**config.mk**
```make
export PLATFORM = sky130hd
export DESIGN_NAME = fifo_wr_arbiter
export DESIGN_NICKNAME = d
export VERILOG_FILES = /design/src/rtl/fifo_wr_arbiter.sv
export SDC_FILE = /design/constraint.sdc
export NUM_CORES = 1
export LEC_CHECK = 0
export ABC_CLOCK_PERIOD_IN_PS = 5270
export BUFFER_PORTS_ARGS = -buffer_cell sky130_fd_sc_hd__buf_2
export CAP_MARGIN = 10
export CORE_UTILIZATION = 45
export DETAILED_ROUTE_END_ITERATION = 10
export PLACE_DENSITY_LB_ADDON = 0.3
export SETUP_SLACK_MARGIN = 0.3
export SYNTH_ARGS = -nofsm -noshare
export SYNTH_HDL_FRONTEND = slang
export SYNTH_SLANG_ARGS = --single-unit
```
**constraint.sdc**
```tcl
create_clock -name w_clk -period 5.27 [get_ports w_clk]
set_input_delay 1.581 -clock w_clk [delete_from_list [all_inputs] [get_ports w_clk]]
set_output_delay 1.581 -clock w_clk [all_outputs]
set_load 0.005 [all_outputs]
```
**src/rtl/fifo_wr_arbiter.sv**
```systemverilog
// Round-robin burst arbiter for the async FIFO write port (w_clk domain).
// Define FIFO_WR_ARB_LOCK_EN to hold each grant until the packet's last word.
module fifo_wr_arbiter #(
  parameter int NUM_REQ    = 4,
  parameter int DATA_WIDTH = 16,
  parameter int MAX_BURST  = 8,
  localparam int IW = $clog2(NUM_REQ),
  localparam int CW = $clog2(MAX_BURST + 1)
) (
  input  logic                          rst_n,
  input  logic                          w_clk,
  input  logic [NUM_REQ-1:0]            req,
  input  logic [NUM_REQ*DATA_WIDTH-1:0] req_data,
`ifdef FIFO_WR_ARB_LOCK_EN
  input  logic [NUM_REQ-1:0]            req_last,
`endif
  output logic [NUM_REQ-1:0]            gnt,
  input  logic                          fifo_full,
  output logic                          fifo_wen,
  output logic [DATA_WIDTH-1:0]         fifo_din,
  output logic [IW-1:0]                 active_id,
  output logic                          busy
);

  typedef enum logic {
    S_IDLE,
    S_BURST
  } state_t;

  state_t                r_state;
  state_t                w_state_nxt;
  logic [IW-1:0]         r_rr_ptr;
  logic [IW-1:0]         w_rr_nxt;
  logic [IW-1:0]         r_active_id;
  logic [IW-1:0]         w_active_nxt;
  logic [IW-1:0]         w_pick;
  logic [IW-1:0]         w_id_inc;
  logic [CW-1:0]         r_burst_cnt;
  logic [CW-1:0]         w_cnt_nxt;
  logic                  r_out_valid;
  logic                  w_valid_nxt;
  logic [DATA_WIDTH-1:0] r_out_data;
  logic [DATA_WIDTH-1:0] w_data_nxt;
  logic                  w_slot_free;
  logic                  w_wen;
  logic                  w_capture;
  logic                  w_exit;
  logic [NUM_REQ-1:0]    w_gnt;
  logic [DATA_WIDTH-1:0] w_words [NUM_REQ];

  for (genvar g = 0; g < NUM_REQ; g++) begin : g_unpack
    assign w_words[g] = req_data[g*DATA_WIDTH +: DATA_WIDTH];
  end

  assign w_wen       = r_out_valid & ~fifo_full;
  assign w_slot_free = ~r_out_valid | ~fifo_full;

  assign w_id_inc = (r_active_id == IW'(NUM_REQ - 1)) ?
                    '0 : r_active_id + IW'(1);

  // Descending scan so the lowest offset from rr_ptr wins.
  always_comb begin
    logic [IW:0] w_sum;
    w_pick = r_rr_ptr;
    w_sum  = '0;
    for (int i = NUM_REQ - 1; i >= 0; i--) begin
      w_sum = {1'b0, r_rr_ptr} + (IW+1)'(i);
      if (w_sum >= (IW+1)'(NUM_REQ))
        w_sum = w_sum - (IW+1)'(NUM_REQ);
      if (req[w_sum[IW-1:0]])
        w_pick = w_sum[IW-1:0];
    end
  end

  always_comb begin
    w_state_nxt  = r_state;
    w_rr_nxt     = r_rr_ptr;
    w_active_nxt = r_active_id;
    w_cnt_nxt    = r_burst_cnt;
    w_valid_nxt  = r_out_valid;
    w_data_nxt   = r_out_data;
    w_gnt        = '0;
    w_capture    = 1'b0;
    w_exit       = 1'b0;
    if (w_wen)
      w_valid_nxt = 1'b0;
    unique case (r_state)
      S_IDLE: begin
        if (|req) begin
          w_active_nxt = w_pick;
          w_cnt_nxt    = '0;
          w_state_nxt  = S_BURST;
        end
      end
      S_BURST: begin
        w_capture = req[r_active_id] & w_slot_free;
        if (w_capture) begin
          w_gnt[r_active_id] = 1'b1;
          w_data_nxt         = w_words[r_active_id];
          w_valid_nxt        = 1'b1;
          w_cnt_nxt          = r_burst_cnt + CW'(1);
        end
`ifdef FIFO_WR_ARB_LOCK_EN
        w_exit = w_capture & req_last[r_active_id];
`else
        w_exit = w_capture ?
                 (r_burst_cnt == CW'(MAX_BURST - 1)) :
                 ~req[r_active_id];
`endif
        if (w_exit) begin
          w_state_nxt = S_IDLE;
          w_rr_nxt    = w_id_inc;
        end
      end
      default: w_state_nxt = S_IDLE;
    endcase
  end

  always_ff @(posedge w_clk or negedge rst_n) begin
    if (!rst_n) begin
      r_state <= S_IDLE;
    end else begin
      r_state <= w_state_nxt;
    end
  end

  // Reset empties the slot so a half-delivered word is dropped, not written.
  always_ff @(posedge w_clk or negedge rst_n) begin
    if (!rst_n) begin
      r_rr_ptr    <= '0;
      r_active_id <= '0;
      r_burst_cnt <= '0;
      r_out_valid <= 1'b0;
      r_out_data  <= '0;
    end else begin
      r_rr_ptr    <= w_rr_nxt;
      r_active_id <= w_active_nxt;
      r_burst_cnt <= w_cnt_nxt;
      r_out_valid <= w_valid_nxt;
      r_out_data  <= w_data_nxt;
    end
  end

  assign gnt       = w_gnt;
  assign fifo_wen  = w_wen;
  assign fifo_din  = r_out_data;
  assign active_id = r_active_id;
  assign busy      = (r_state == S_BURST) | r_out_valid;

endmodule

```
==> results of run 1 <==
==> layout make-up <==
class,instances,area (um^2)
clock buffer,4,36.3
inverter,5,18.8
multi-input combinational,112,905
fill,300,1250
timing repair buffer,97,493
sequential,26,651
tap,46,57.6
==> metal layers <==
metal | share of wire, % | up-vias | wire, um
met3 | 5.9 | 8 | 232
met2 | 48 | 53 | 1900
li1 | - | 715 | -
met1 | 44 | 731 | 1760
met5 | 0 | - | 0
met4 | 1.9 | 0 | 74
==> per-stage QoR <==
stage | area, um^2 | total power (uW) | hold slack, ps | setup WS [ps] | utilization (%)
finish | 2160 | 1030 | 481 | 857 | 63.3
CTS | 2160 | 1050 | 489 | 849 | 63.3
global placement | 2120 | 929 | 454 | 866 | 62.2
floorplan | 1630 | 771 | 438 | 1030 | -
detailed placement | 2120 | 943 | 456 | 863 | 62.2
global route | 2160 | 1130 | 510 | 806 | 63.3
==> critical path, stage by stage <==
cell and delay [ps]:
buf_2 130, mux4_2 520, and3_4 300, and2_1 180, buf_2 120
==> worst max-delay path by stage <==
stage / slack [ps] / end / cells past startpoint / startpoint
after global routing: 810 / gnt[3] / 5 / req[3]
after global placement: 870 / gnt[3] / 5 / req[3]
after floorplan: 1030 / gnt[0] / 5 / req[3]
final: 860 / gnt[3] / 5 / req[3]
after detailed placement: 860 / gnt[1] / 5 / req[3]
after CTS: 850 / gnt[3] / 5 / req[3]
==> state kept, by name, indices dropped and copies added (netlist names) <==
signal,count
fifo_din,16
r_burst_cnt,4
r_rr_ptr,2
r_state,1
active_id,2
r_out_valid,1
==> synthesized netlist by cell type, drive strengths merged, types with 2 or more instances <==
| library cell | instances |
|---|---|
| and2 | 4 |
| inv | 5 |
| mux2i | 2 |
| nand3 | 3 |
| o21ai | 4 |
| buf | 7 |
| nand2 | 58 |
| mux2 | 2 |
| ha | 5 |
| dfrtp | 26 |
| nand2b | 2 |
| mux4 | 17 |
| a21oi | 3 |
==> cell families after synthesis <==
group,Yosys count
compound gates,13
simple gates,73
buf+inv,13
fa+ha+maj,5
flops,26
mux,21
==> where the power goes <==
| group | total, uW | leakage [uW] | internal, uW | switching, uW |
|---|---|---|---|---|
| Sequential | 351 | 0.000324 | 290 | 60.8 |
| Clock | 102 | 0.0000210 | 42.3 | 59.6 |
| Combinational | 581 | 0.000831 | 291 | 290 |
==> results_dict.tcl, run 1 <==
set metrics [dict create \
    status "complete, no violations" \
    dieArea_mm2 0.00388 \
    cts_buffers 3 \
    wl_mm 3.96 \
    place_congestion 0.767 \
    synth.distinct_cells 31 \
    yosys.area.top_type "dfrtp_1" \
    synth_edf_count 0 \
    critPathMaxFanout 23 \
    avgViaCountPerCell 5.20 \
    start_kind "primary input" \
    leakage_uw 0.00118 \
    hold-path-cell-count 2 \
    ctsResizeCount 0 \
    drt-pass1-iter-count 4 \
    synth_top_family_by_area "multiplexers" \
    worstPathRequired_ps 3690 \
    nets 321 \
    use_met3_pct 5.70 \
    grt_pass1_vias 1468 \
    powerDensity_mw_per_mm2 478 \
    grt_busiest_layer "met2" \
    synthesis.area_mm2 0.00163 \
    synth-simple-area-share_pct 20.0 \
    rows 21 \
    num_antenna_cells 0 \
    min_period_ps 4410 \
    fmax_mhz 227 \
    synthMuxAreaShare_pct 26.5 \
    fin_worst_skew_ps 6.02 \
    synth-compound-area-share_pct 5.05 \
    synth_nets 227 \
    vias 1507 \
    final_cell_mix "buf_2 (94), nand2_1 (58), dfrtp_1 (26)" \
    min_to "fifo_din[11]" \
    rrSetupSlack_ps 3610 \
    die_h_um 62.3 \
    peakVddDrop_mv 0.259 \
    cts_setup_buffers 0 \
    worstReg2RegEnd "r_burst_cnt[3]" \
    worstRegToRegCells 4 \
    worst_pin_slew_ps 588 \
    drive_gt1_share_pct 50.8 \
    start_util_pct 47.8 \
    cts_root_buf "clkbuf_4" \
    die_width_um 62.3 \
    worst_hold_path_type "reg -> reg" \
    htree_levels 1 \
    avgSynthCellArea_um2 10.8 \
    crit_path_end_kind "primary output" \
    worstPathArrival_ps 2830 \
    clockBufferDepth 2 \
    grt_usage_pct 22.2 \
    synthCells 151 \
    ys_seq_elements 26 \
    final-max-slew-violation-count 0 \
    finalNonFillerCells 290 \
    yosys_warnings 0 \
    overflow 0 \
    synth.top_cell.area_share_pct 39.8 \
    r2r_start "active_id[1]" \
    rsz0062_at_grt "no" \
    grt_max_degree 27 \
    async_flop_share_pct 100 \
    met1_usage_pct 29.3 \
    holdBufCountCts 0 \
    layout_commonest_cell "buf_2" \
    path_class "in -> out" \
    hold_viol 0 \
    seq_area_frac_synth_pct 39.8 \
    setup_violations 0 \
    antenna_left 0 \
    synth_xor_area_share_pct 0 \
    yosys_most_used_dff "dfrtp_1" \
    core_area_mm2 0.00342 \
    tritoncts "yes" \
    drt_iter0_drc 72 \
    grt_antenna_before_repair 0 \
    hpwlAfterDp_mm 3.00 \
    fin_crit_sh_pct 83.7 \
    hp-start "fifo_din[11]" \
    insertion_delay_ps 320 \
    route.detailed.drc 0 \
    clk_pin_slew_ps 140 \
    setup_tns_ps 0 \
    synth_area_leaders "dfrtp_1 (40%), mux4_2 (21%), nand2_1 (13%)" \
    grt_pass1_wl_mm 6.73 \
    maxSlewHeadroom_pct 60.8 \
    syn2layout_area_growth_pct 32.2 \
    dp.cells 286 \
    pin_count 95 \
    grt_use_met2_pct 35.9 \
    synthAdderAreaFrac_pct 3.83 \
    drv_cap 0 \
    port_buffers 94 \
    cts_sinks 26 \
    wl_per_cell_um 13.7 \
]
No activity file was read; power rests on OpenSTA's default activity.
==> run 2: changes to the inputs <==
ABC_AREA = 1   (was default)
ABC_CLOCK_PERIOD_IN_PS = 3600   (was 5270)
CORE_UTILIZATION = 41   (was 45)
clock period = 3.6 ns   (was 5.27 ns; I/O delays follow)
==> results_dict.tcl, run 2 <==
set metrics [dict create \
    path_class "in -> out" \
    grt_usage_pct 22.1 \
    grt_use_met2_pct 37.4 \
    drt_iter0_drc 108 \
    tritoncts "yes" \
    yosys_warnings 0 \
    grt_pass1_wl_mm 8.85 \
    synthCells 282 \
    avgViaCountPerCell 5.18 \
    drt-pass1-iter-count 4 \
    start_util_pct 42.8 \
    yosys_most_used_dff "dfrtp_1" \
    dieArea_mm2 0.00485 \
    synth.top_cell.area_share_pct 34.7 \
    htree_levels 1 \
    synth_area_leaders "dfrtp_1 (35%), nand2_1 (15%), o21ai_0 (9.9%)" \
    maxSlewHeadroom_pct 60.6 \
    die_h_um 69.7 \
    powerDensity_mw_per_mm2 821 \
    worst_pin_slew_ps 591 \
    fin_worst_skew_ps 2.83 \
    fmax_mhz 330 \
    grt_pass1_vias 1982 \
    peakVddDrop_mv 0.472 \
    antenna_left 0 \
    yosys.area.top_type "dfrtp_1" \
    grt_busiest_layer "met2" \
    hpwlAfterDp_mm 3.82 \
    core_area_mm2 0.00438 \
    synth_most_common_cell "nand2_1" \
    final_cell_mix "buf_2 (94), nand2_1 (73), nor2_1 (40)" \
    seq_area_frac_synth_pct 34.7 \
    clk_pin_slew_ps 90 \
    route.detailed.drc 0 \
    num_antenna_cells 0 \
    worst_hold_path_type "reg -> reg" \
    synth_edf_count 0 \
    insertion_delay_ps 270 \
    leakage_uw 0.00135 \
    status "complete, no violations" \
    nFillCells 445 \
    regArea_um2 651 \
    largest_register_ffs 16 \
    ys_seq_elements 26 \
    ys_top_cells_by_count "nand2_1 (73), nor2_1 (40), o21ai_0 (37), nand3_1 (30), dfrtp_1 (26)" \
    clockBufferDepth 2 \
    synth_nets 358 \
    cts_buffers 3 \
    wl_per_cell_um 12.6 \
    use_met3_pct 2.76 \
    critPathMaxFanout 22 \
    multi_input_area_mm2 0.00105 \
    vias 2171 \
    die_width_um 69.7 \
    cts_root_buf "clkbuf_8" \
    pin_count 95 \
    avgSynthCellArea_um2 6.66 \
    holdBufCountCts 0 \
    nets 444 \
    fin_crit_sh_pct 84.3 \
    place_congestion 0.821 \
    met1_usage_pct 30.4 \
    min_period_ps 3030 \
    port_buffers 94 \
    synth.distinct_cells 23 \
    drive_gt1_share_pct 31.3 \
    wl_mm 5.28 \
    layout_commonest_cell "buf_2" \
    syn2layout_area_growth_pct 27.9 \
    rows 24 \
    setup_tns_ps 0 \
    setup_violations 0 \
    grt_antenna_before_repair 0 \
    async_flop_share_pct 100 \
    drv_cap 0 \
    worstPathArrival_ps 1950 \
    overflow 0 \
    final-max-slew-violation-count 0 \
    crit_path_end_kind "primary output" \
    power_uw 1970 \
    hold_viol 0 \
    cts_sinks 26 \
    worstPathRequired_ps 2520 \
    start_kind "primary input" \
    grt_max_degree 38 \
    synthesis.area_mm2 0.00188 \
    rsz0062_at_grt "no" \
]
-- run 2: path summary, 6_finish.rpt --
kind / start / endpoint / slack, ps / cells past startpoint
max in group asynchronous: rst_n / fifo_din[9] / 2410 / 1
min in group asynchronous: rst_n / fifo_din[11] / 800 / 1
min reg2reg: fifo_din[12] / fifo_din[12] / 490 / 2
max reg2reg: active_id[0] / r_burst_cnt[2] / 1820 / 9
min: fifo_din[12] / fifo_din[12] / 490 / 2
max: req[1] / gnt[0] / 570 / 8
-- run 2: critical path, stage by stage --
cell and delay, ps:
buf_2 110, nand2_1 60, nand3_2 90, nand2_2 80
nor2_4 110, nand2_4 170, nor2_1 120, buf_2 120
-- run 2: metal layers --
layer  up-vias  part of all wire (%)
met2        74                    49
met3         4                   5.3
li1       1094                     -
met4         0                  0.70
met5         -                     0
met1       999                    45
-- run 2: kinds of logic (layout without fill, tap and decap cells) --
family	count (synthesis)	after routing	synth area share, %
buf+inv	37	122	9.67
compound gates	60	60	17.3
simple gates	154	154	35.1
fa+ha+maj	5	5	3.33
flops	26	26	34.7
-- run 2: final cells by class --
cell class,count,share of cell area [%]
Tap cell,52,2.71
Inverter,20,3.34
Timing Repair Buffer,98,20.8
Multi-Input combinational cell,219,43.7
Sequential cell,26,27.1
Clock buffer,4,2.29
-- run 2: what timing repair did --
item,4_1_cts,5_1_grt
endpoints found under the setup margin,0,1
gates resized for setup,0,1
setup buffers,0,0
-- run 2: through the flow --
step	cells	hold WS (ps)	area, um^2	utilization, %	worst slack (ps)
floorplan	282	470	1880	-	822
global placement	415	458	2340	53.4	461
detailed placement	415	463	2340	53.4	424
CTS	419	487	2400	54.7	419
global route	419	506	2400	54.8	438
finish	419	485	2400	54.8	565
-- run 2: power breakdown --
| group | switching, uW | internal (uW) |
|---|---|---|
| logic | 783 | 460 |
| registers | 107 | 429 |
| clock network | 94.3 | 97.9 |
